--- config.mk ---
export PLATFORM = sky130hd
export DESIGN_NAME = fetch_unit_flat
export DESIGN_NICKNAME = d
export VERILOG_FILES = /design/src/rtl/fetch_unit_if.sv /design/src/rtl/fetch_unit.sv /design/src/flat_wrapper.sv
export SDC_FILE = /design/constraint.sdc
export NUM_CORES = 1
export LEC_CHECK = 0
export CORE_UTILIZATION = 48
export DETAILED_ROUTE_END_ITERATION = 8
export MAX_ROUTING_LAYER = met4
export PLACE_DENSITY_LB_ADDON = 0.12
export SLEW_MARGIN = 20
export SYNTH_ARGS = -nofsm -noshare
export SYNTH_HDL_FRONTEND = slang
export SYNTH_SLANG_ARGS = --single-unit
--- constraint.sdc ---
create_clock -name clk -period 2.14 [get_ports clk]
set_input_delay 0.428 -clock clk [delete_from_list [all_inputs] [get_ports clk]]
set_output_delay 0.428 -clock clk [all_outputs]
set_load 0.01 [all_outputs]
--- src/rtl/fetch_unit_if.sv ---
// Handshake bundle between the fetch stage, instruction memory, the control
// decoder's redirect and the decode stage.
interface fetch_unit_if #(
    parameter int unsigned ADDR_W  = 16,
    parameter int unsigned INSTR_W = 32
);
    logic               imem_req_valid;
    logic               imem_req_ready;
    logic [ADDR_W-1:0]  imem_req_addr;
    logic               imem_rsp_valid;
    logic [INSTR_W-1:0] imem_rsp_data;
    logic               redirect_in;
    logic [ADDR_W-1:0]  redirect_target;
    logic               dec_valid;
    logic               dec_ready;
    logic [INSTR_W-1:0] dec_instr_out;
    logic [ADDR_W-1:0]  dec_pc_out;
    logic [1:0]         dec_type_out;
    logic [3:0]         dec_op_out;

    modport master (
        output imem_req_valid, imem_req_addr,
        input  imem_req_ready, imem_rsp_valid, imem_rsp_data,
        input  redirect_in, redirect_target,
        output dec_valid, dec_instr_out, dec_pc_out, dec_type_out, dec_op_out,
        input  dec_ready
    );

    modport slave (
        input  imem_req_valid, imem_req_addr,
        output imem_req_ready, imem_rsp_valid, imem_rsp_data,
        output redirect_in, redirect_target,
        input  dec_valid, dec_instr_out, dec_pc_out, dec_type_out, dec_op_out,
        output dec_ready
    );
endinterface

--- src/rtl/fetch_unit.sv ---
// Instruction fetch stage: in-order imem requests, 2-entry instruction buffer
// towards decode, and flush/restart on a control redirect.
module fetch_unit #(
    parameter int unsigned       ADDR_W   = 16,
    parameter int unsigned       INSTR_W  = 32,
    parameter logic [ADDR_W-1:0] RESET_PC = '0
) (
    input logic          clk,
    input logic          rst_n,
    fetch_unit_if.master bus
);
    typedef struct packed {
        logic [INSTR_W-1:0] instr;
        logic [ADDR_W-1:0]  pc;
    } entry_t;

    logic [ADDR_W-1:0] fetch_pc_q, fetch_pc_d;
    entry_t            fifo_q [2];
    logic              fifo_rd_q, fifo_rd_d, fifo_wr_q, fifo_wr_d;
    logic [1:0]        count_q, count_d;
    logic [1:0]        live_q, live_d;
    logic [1:0]        stale_q, stale_d;
    logic [ADDR_W-1:0] ifq_q [2];
    logic              ifq_rd_q, ifq_rd_d, ifq_wr_q, ifq_wr_d;

    logic   can_issue, accept, rsp_known, rsp_stale, rsp_live, pop;
    entry_t head;

    assign can_issue = (({1'b0, live_q} + {1'b0, count_q}) < 3'd2) &&
                       (({1'b0, live_q} + {1'b0, stale_q}) < 3'd3);

    assign bus.imem_req_valid = rst_n && !bus.redirect_in && can_issue;
    assign bus.imem_req_addr  = fetch_pc_q;
    assign accept             = bus.imem_req_valid && bus.imem_req_ready;

    // A response with nothing outstanding is a protocol error and is ignored.
    assign rsp_known = bus.imem_rsp_valid && ((stale_q != 2'd0) || (live_q != 2'd0));
    assign rsp_stale = bus.imem_rsp_valid && (stale_q != 2'd0);
    assign rsp_live  = bus.imem_rsp_valid && (stale_q == 2'd0) && (live_q != 2'd0) &&
                       !bus.redirect_in;

    assign bus.dec_valid = (count_q != 2'd0);
    assign pop           = bus.dec_valid && bus.dec_ready && !bus.redirect_in;

    always_comb begin
        fetch_pc_d = fetch_pc_q;
        fifo_rd_d  = fifo_rd_q;
        fifo_wr_d  = fifo_wr_q;
        count_d    = count_q;
        live_d     = live_q;
        stale_d    = stale_q;
        ifq_rd_d   = ifq_rd_q;
        ifq_wr_d   = ifq_wr_q;
        if (bus.redirect_in) begin
            fetch_pc_d = bus.redirect_target;
            fifo_rd_d  = 1'b0;
            fifo_wr_d  = 1'b0;
            count_d    = 2'd0;
            live_d     = 2'd0;
            ifq_rd_d   = 1'b0;
            ifq_wr_d   = 1'b0;
            // Any response landing now retires one outstanding request, stale or live.
            stale_d    = stale_q + live_q - {1'b0, rsp_known};
        end else begin
            if (accept) begin
                fetch_pc_d = fetch_pc_q + ADDR_W'(1);
                ifq_wr_d   = ~ifq_wr_q;
            end
            if (rsp_live) begin
                fifo_wr_d = ~fifo_wr_q;
                ifq_rd_d  = ~ifq_rd_q;
            end
            if (pop) begin
                fifo_rd_d = ~fifo_rd_q;
            end
            if (rsp_stale) begin
                stale_d = stale_q - 2'd1;
            end
            count_d = count_q + {1'b0, rsp_live} - {1'b0, pop};
            live_d  = live_q + {1'b0, accept} - {1'b0, rsp_live};
        end
    end

    always_ff @(posedge clk or negedge rst_n) begin
        if (!rst_n) begin
            fetch_pc_q <= RESET_PC;
            fifo_rd_q  <= 1'b0;
            fifo_wr_q  <= 1'b0;
            count_q    <= 2'd0;
            live_q     <= 2'd0;
            stale_q    <= 2'd0;
            ifq_rd_q   <= 1'b0;
            ifq_wr_q   <= 1'b0;
            fifo_q[0]  <= '0;
            fifo_q[1]  <= '0;
            ifq_q[0]   <= '0;
            ifq_q[1]   <= '0;
        end else begin
            fetch_pc_q <= fetch_pc_d;
            fifo_rd_q  <= fifo_rd_d;
            fifo_wr_q  <= fifo_wr_d;
            count_q    <= count_d;
            live_q     <= live_d;
            stale_q    <= stale_d;
            ifq_rd_q   <= ifq_rd_d;
            ifq_wr_q   <= ifq_wr_d;
            if (accept) begin
                ifq_q[ifq_wr_q] <= fetch_pc_q;
            end
            if (rsp_live) begin
                fifo_q[fifo_wr_q] <= '{instr: bus.imem_rsp_data, pc: ifq_q[ifq_rd_q]};
            end
        end
    end

    assign head              = fifo_q[fifo_rd_q];
    assign bus.dec_instr_out = bus.dec_valid ? head.instr : '0;
    assign bus.dec_pc_out    = bus.dec_valid ? head.pc : '0;
    assign bus.dec_type_out  = bus.dec_instr_out[INSTR_W-1 -: 2];
    assign bus.dec_op_out    = bus.dec_instr_out[INSTR_W-3 -: 4];
endmodule

--- src/flat_wrapper.sv ---
// flat-port wrapper written by rule: the top's interface ports become plain ports
module fetch_unit_flat 
#(
    parameter int unsigned       ADDR_W   = 16,
    parameter int unsigned       INSTR_W  = 32,
    parameter logic [ADDR_W-1:0] RESET_PC = '0
)
  (clk, rst_n, bus_imem_req_valid, bus_imem_req_addr, bus_imem_req_ready, bus_imem_rsp_valid, bus_imem_rsp_data, bus_redirect_in, bus_redirect_target, bus_dec_valid, bus_dec_instr_out, bus_dec_pc_out, bus_dec_type_out, bus_dec_op_out, bus_dec_ready);
  fetch_unit_if #(.ADDR_W(ADDR_W), .INSTR_W(INSTR_W)) bus_i ();
  input logic clk;
  input logic rst_n;
  output wire logic [$bits(bus_i.imem_req_valid)-1:0] bus_imem_req_valid;
  output wire logic [$bits(bus_i.imem_req_addr)-1:0] bus_imem_req_addr;
  input wire logic [$bits(bus_i.imem_req_ready)-1:0] bus_imem_req_ready;
  input wire logic [$bits(bus_i.imem_rsp_valid)-1:0] bus_imem_rsp_valid;
  input wire logic [$bits(bus_i.imem_rsp_data)-1:0] bus_imem_rsp_data;
  input wire logic [$bits(bus_i.redirect_in)-1:0] bus_redirect_in;
  input wire logic [$bits(bus_i.redirect_target)-1:0] bus_redirect_target;
  output wire logic [$bits(bus_i.dec_valid)-1:0] bus_dec_valid;
  output wire logic [$bits(bus_i.dec_instr_out)-1:0] bus_dec_instr_out;
  output wire logic [$bits(bus_i.dec_pc_out)-1:0] bus_dec_pc_out;
  output wire logic [$bits(bus_i.dec_type_out)-1:0] bus_dec_type_out;
  output wire logic [$bits(bus_i.dec_op_out)-1:0] bus_dec_op_out;
  input wire logic [$bits(bus_i.dec_ready)-1:0] bus_dec_ready;
  assign bus_imem_req_valid = bus_i.imem_req_valid;
  assign bus_imem_req_addr = bus_i.imem_req_addr;
  assign bus_i.imem_req_ready = bus_imem_req_ready;
  assign bus_i.imem_rsp_valid = bus_imem_rsp_valid;
  assign bus_i.imem_rsp_data = bus_imem_rsp_data;
  assign bus_i.redirect_in = bus_redirect_in;
  assign bus_i.redirect_target = bus_redirect_target;
  assign bus_dec_valid = bus_i.dec_valid;
  assign bus_dec_instr_out = bus_i.dec_instr_out;
  assign bus_dec_pc_out = bus_i.dec_pc_out;
  assign bus_dec_type_out = bus_i.dec_type_out;
  assign bus_dec_op_out = bus_i.dec_op_out;
  assign bus_i.dec_ready = bus_dec_ready;
  fetch_unit #(.ADDR_W(ADDR_W), .INSTR_W(INSTR_W), .RESET_PC(RESET_PC)) u_core (.clk(clk), .rst_n(rst_n), .bus(bus_i));
endmodule
==> flow_summary.json, run 1 <==
{
  "status": "finished with violations",
  "violations": "negative setup slack",
  "clk_pin_slew_worst_paths_ns": 0.06,
  "ys_seq_area_share_pct": 53.3,
  "post-route-util_pct": 69.9,
  "cts_made_buffers": 17,
  "leakagePower_uw": 0.00465,
  "antenna_left": 0,
  "maxSlewViolCount": 0,
  "cts_buffer_depth": 2,
  "critical_path.top_delay_family": "simple AND/OR/NAND/NOR gates",
  "wl_per_cell_um": 19.2,
  "avgSynthCellArea_um2": 11.8,
  "htree_levels": 4,
  "synth_area_um2": 7230,
  "design_power_total_uw": 9470,
  "hold_class": "input port to asynchronous set/reset pin",
  "drt_iter0_drc": 364,
  "grt_pass1_wl_mm": 28.1,
  "min_period_ns": 2.56,
  "cp.arrival_ns": 2.85,
  "critPathCaptureType": "flip-flop",
  "yosysWarnings": 0,
  "cp_max_fo": 16,
  "cts_tree": "yes",
  "start_kind": "flip-flop",
  "via_count": 5449,
  "yosys_register_bits": 154,
  "clock_sinks": 154,
  "grt_pass1_vias": 5629,
  "root_buffer": "clkbuf_16",
  "port_buffers": 125,
  "clk_latency_ns": 0.42,
  "rows": 44,
  "wl_mm": 18.8,
  "worst_slew_pin_slew_ns": 0.809,
  "cp.required_ns": 2.44,
  "dp_hpwl_mm": 10.9,
  "slowest_stage": "fa_2",
  "gp_congestion": 0.909,
  "peakVddDrop_mv": 0.630,
  "antenna_found_initial": 0,
  "synth_ff_type": "dfrtp_1",
  "path_cells": "buf_6, inv_4, nor2_4, fa_2, nor4b_4, nand3_4, nor2_4, buf_12, mux2_2",
  "gr-total-overflow": 0,
  "n_antenna_cell": 0,
  "synth_edf_count": 0,
  "maxCapViolCount": 0,
  "final-hold-violation-count": 0,
  "core_um2": 14600,
  "initial_core_util_pct": 49.6,
  "die-area_um2": 15600,
  "firstDrtPassIters": 4,
  "max_slew_margin_pct": 46.1,
  "fin_skew_ns": 0.00729,
  "async_flop_share_pct": 100,
  "nets": 849,
  "drive_gt1_share_pct": 37.0,
  "avgViaCountPerCell": 5.57,
  "layout_setup_ws_ns": -0.416,
  "area_growth_pct": 41.0,
  "grt_max_degree": 155,
  "critical_path_class": "flip-flop to flip-flop",
  "max_freq_ghz": 0.391,
  "synth_cells": 613,
  "ioPinCount": 126,
  "critical_path_buf_inv_count": 3,
  "n_fill_cell": 1036,
  "setup_tns_ns": -17.99,
  "fin_crit_sh_pct": 119,
  "route.detailed.drc": 0,
  "power_density_nw_per_um2": 930,
  "critical_path.max_stage_delay_ns": 0.50,
  "die_h_um": 125,
  "grt_use_total_pct": 23.6,
  "synth_fp_nets": 679,
  "r2r_cells": 9,
  "cp_common_cell": "nor2_4",
  "cp.depth": 9,
  "setup_viol": 62,
  "rsz0062_at_grt": "true",
  "synth_cell_types": 47,
  "die_w_um": 125
}
[logic make-up after synthesis]
| kind of cell | synth area share (%) |
|---|---|
| AOI/OAI and AO/OA | 5.80 |
| and+or+nand+nor | 9.57 |
| adders and majority gates | 2.28 |
| buffers and inverters | 3.77 |
| muxes | 23.9 |
| DFF | 53.3 |
| xor gates and xnor gates | 1.33 |
[metrics by stage]
stage               cell area [µm²]  setup WS, ns  hold slack [ns]  std cells
floorplan                      7280        -0.130            0.132        613
detailed placement             8940        -0.316            0.488        915
CTS                            9720        -0.280            0.228        960
finish                        10200        -0.416            0.190        978
global route                  10200        -0.519            0.257        978
global placement               8940        -0.250            0.474        915
[cells in the final DEF (no fill, tap or decap), types with 3 or more instances in the layout]
cell type        netlist  routed
nand3_1               11       9
nor2_4                 0       6
o21ai_1                0       3
buf_12                 0      15
mux2i_1               65      64
xnor2_1                5       4
a21oi_1               37      33
inv_1                 14      10
clkbuf_8               0       4
buf_4                  8      28
clkdlybuf4s50_1        0      68
clkbuf_1              16       7
dfrtp_1              154     153
or4_1                  6       4
clkbuf_2               0      47
o311ai_1               3       3
clkbuf_16              0      24
inv_4                  0       4
nor2_2                 1       7
o311ai_4               0       3
a221o_1                4       4
mux2_2                94      46
nand2_1               19      17
xor2_1                 6       6
a21oi_2                0       4
buf_8                  0       3
buf_6                  2      17
nor2_1                94      82
mux2_4                 0      50
ha_1                  10       7
buf_2                 14       4
o211ai_1               3       3
[worst register-to-register path, delay by kind of cell (launching register included)]
family	cells	cell delay (ns)
flops	1	0.39
simple gates	4	0.81
fa+ha+maj	1	0.50
mux	1	0.35
buf+inv	3	0.38
[timing repair]
item | 4_1_cts | 5_1_grt
gates cloned | 3 | 8
pin swaps | 9 | 31
hold buffers | 0 | 0
endpoints found under the setup margin | 141 | 186
setup buffers | 12 | 16
resized for setup | 125 | 182
[final cells by class]
cell class	instances	area (µm²)	share of cell area, %
flip-flops and latches	154	3850	37.8
multi-input cells	403	3570	35.0
repair buffers	193	1930	19.0
clock buffers	28	507	4.97
well taps	184	230	2.26
inverters	14	62.6	0.614
clock inverters	2	35.0	0.344
[registers in the layout, indices dropped and copies added, names as in the netlist]
signal and cells:
u_core.fifo_q 96, u_core.stale_q 2, u_core.live_q 2, u_core.ifq_q 32
u_core.count_q 2, u_core.ifq_rd_q 1, u_core.fifo_wr_q 1, u_core.ifq_wr_q 1
u_core.bus.imem_req_addr 16, u_core.fifo_rd_q 1
[synth_stat cells (3+ instances only)]
library cell / n / area share [%]
buf_2: 14 / 0.97
nor2_1: 94 / 4.9
xor2_1: 6 / 0.73
dfrtp_1: 154 / 53
ha_1: 10 / 1.7
inv_1: 14 / 0.73
mux2_2: 94 / 15
clkbuf_1: 16 / 0.83
o311ai_0: 5 / 0.61
nand3_1: 11 / 0.76
or4_1: 6 / 0.62
o311ai_1: 3 / 0.36
xnor2_1: 5 / 0.61
nand2_1: 19 / 0.99
o211ai_1: 3 / 0.31
o21ai_0: 5 / 0.35
mux2i_1: 65 / 9.0
a221o_1: 4 / 0.55
nor2b_1: 3 / 0.26
buf_4: 8 / 0.83
a21oi_1: 37 / 2.6
[worst paths after layout]
| path | start | to | slack, ns |
|---|---|---|---|
| hold / removal | rst_n | u_core.fifo_q[30] | 0.19 |
| setup / recovery | u_core.live_q[0] | u_core.ifq_q[18] | -0.42 |
| hold reg to reg | u_core.fifo_q[43] | u_core.fifo_q[43] | 0.50 |
| min in group clk | u_core.fifo_q[43] | u_core.fifo_q[43] | 0.50 |
| max in group asynchronous | rst_n | u_core.fifo_rd_q | 1.36 |
| setup reg to reg | u_core.live_q[0] | u_core.ifq_q[18] | -0.42 |
[report_power, final]
| group | switching [µW] | leakage, µW | internal (µW) | total, µW |
|---|---|---|---|---|
| combinational | 1080 | 0.00235 | 1480 | 2570 |
| sequential | 505 | 0.00203 | 3620 | 4120 |
| clock | 1070 | 0.000265 | 1710 | 2790 |
[layer usage]
metal | global-route usage, % | vias to the layer above | routed length (µm)
li1 | - | 2479 | -
met1 | 30.6 | 2768 | 8400
met2 | 36.5 | 180 | 9340
met3 | 4.73 | 22 | 781
met4 | 8.86 | 0 | 275
met5 | - | - | 0
(Power assumes the default switching activity.)
==> run 2: changes to the inputs <==
--- a/config.mk
+++ b/config.mk
@@ -7,6 +7,7 @@
 export LEC_CHECK = 0
 export CORE_UTILIZATION = 48
 export DETAILED_ROUTE_END_ITERATION = 8
+export HOLD_SLACK_MARGIN = 0.1
 export MAX_ROUTING_LAYER = met4
 export PLACE_DENSITY_LB_ADDON = 0.12
 export SLEW_MARGIN = 20
==> results of run 2 <==
Same layout as run 1: the final DEF is identical, and so are final timing and power.
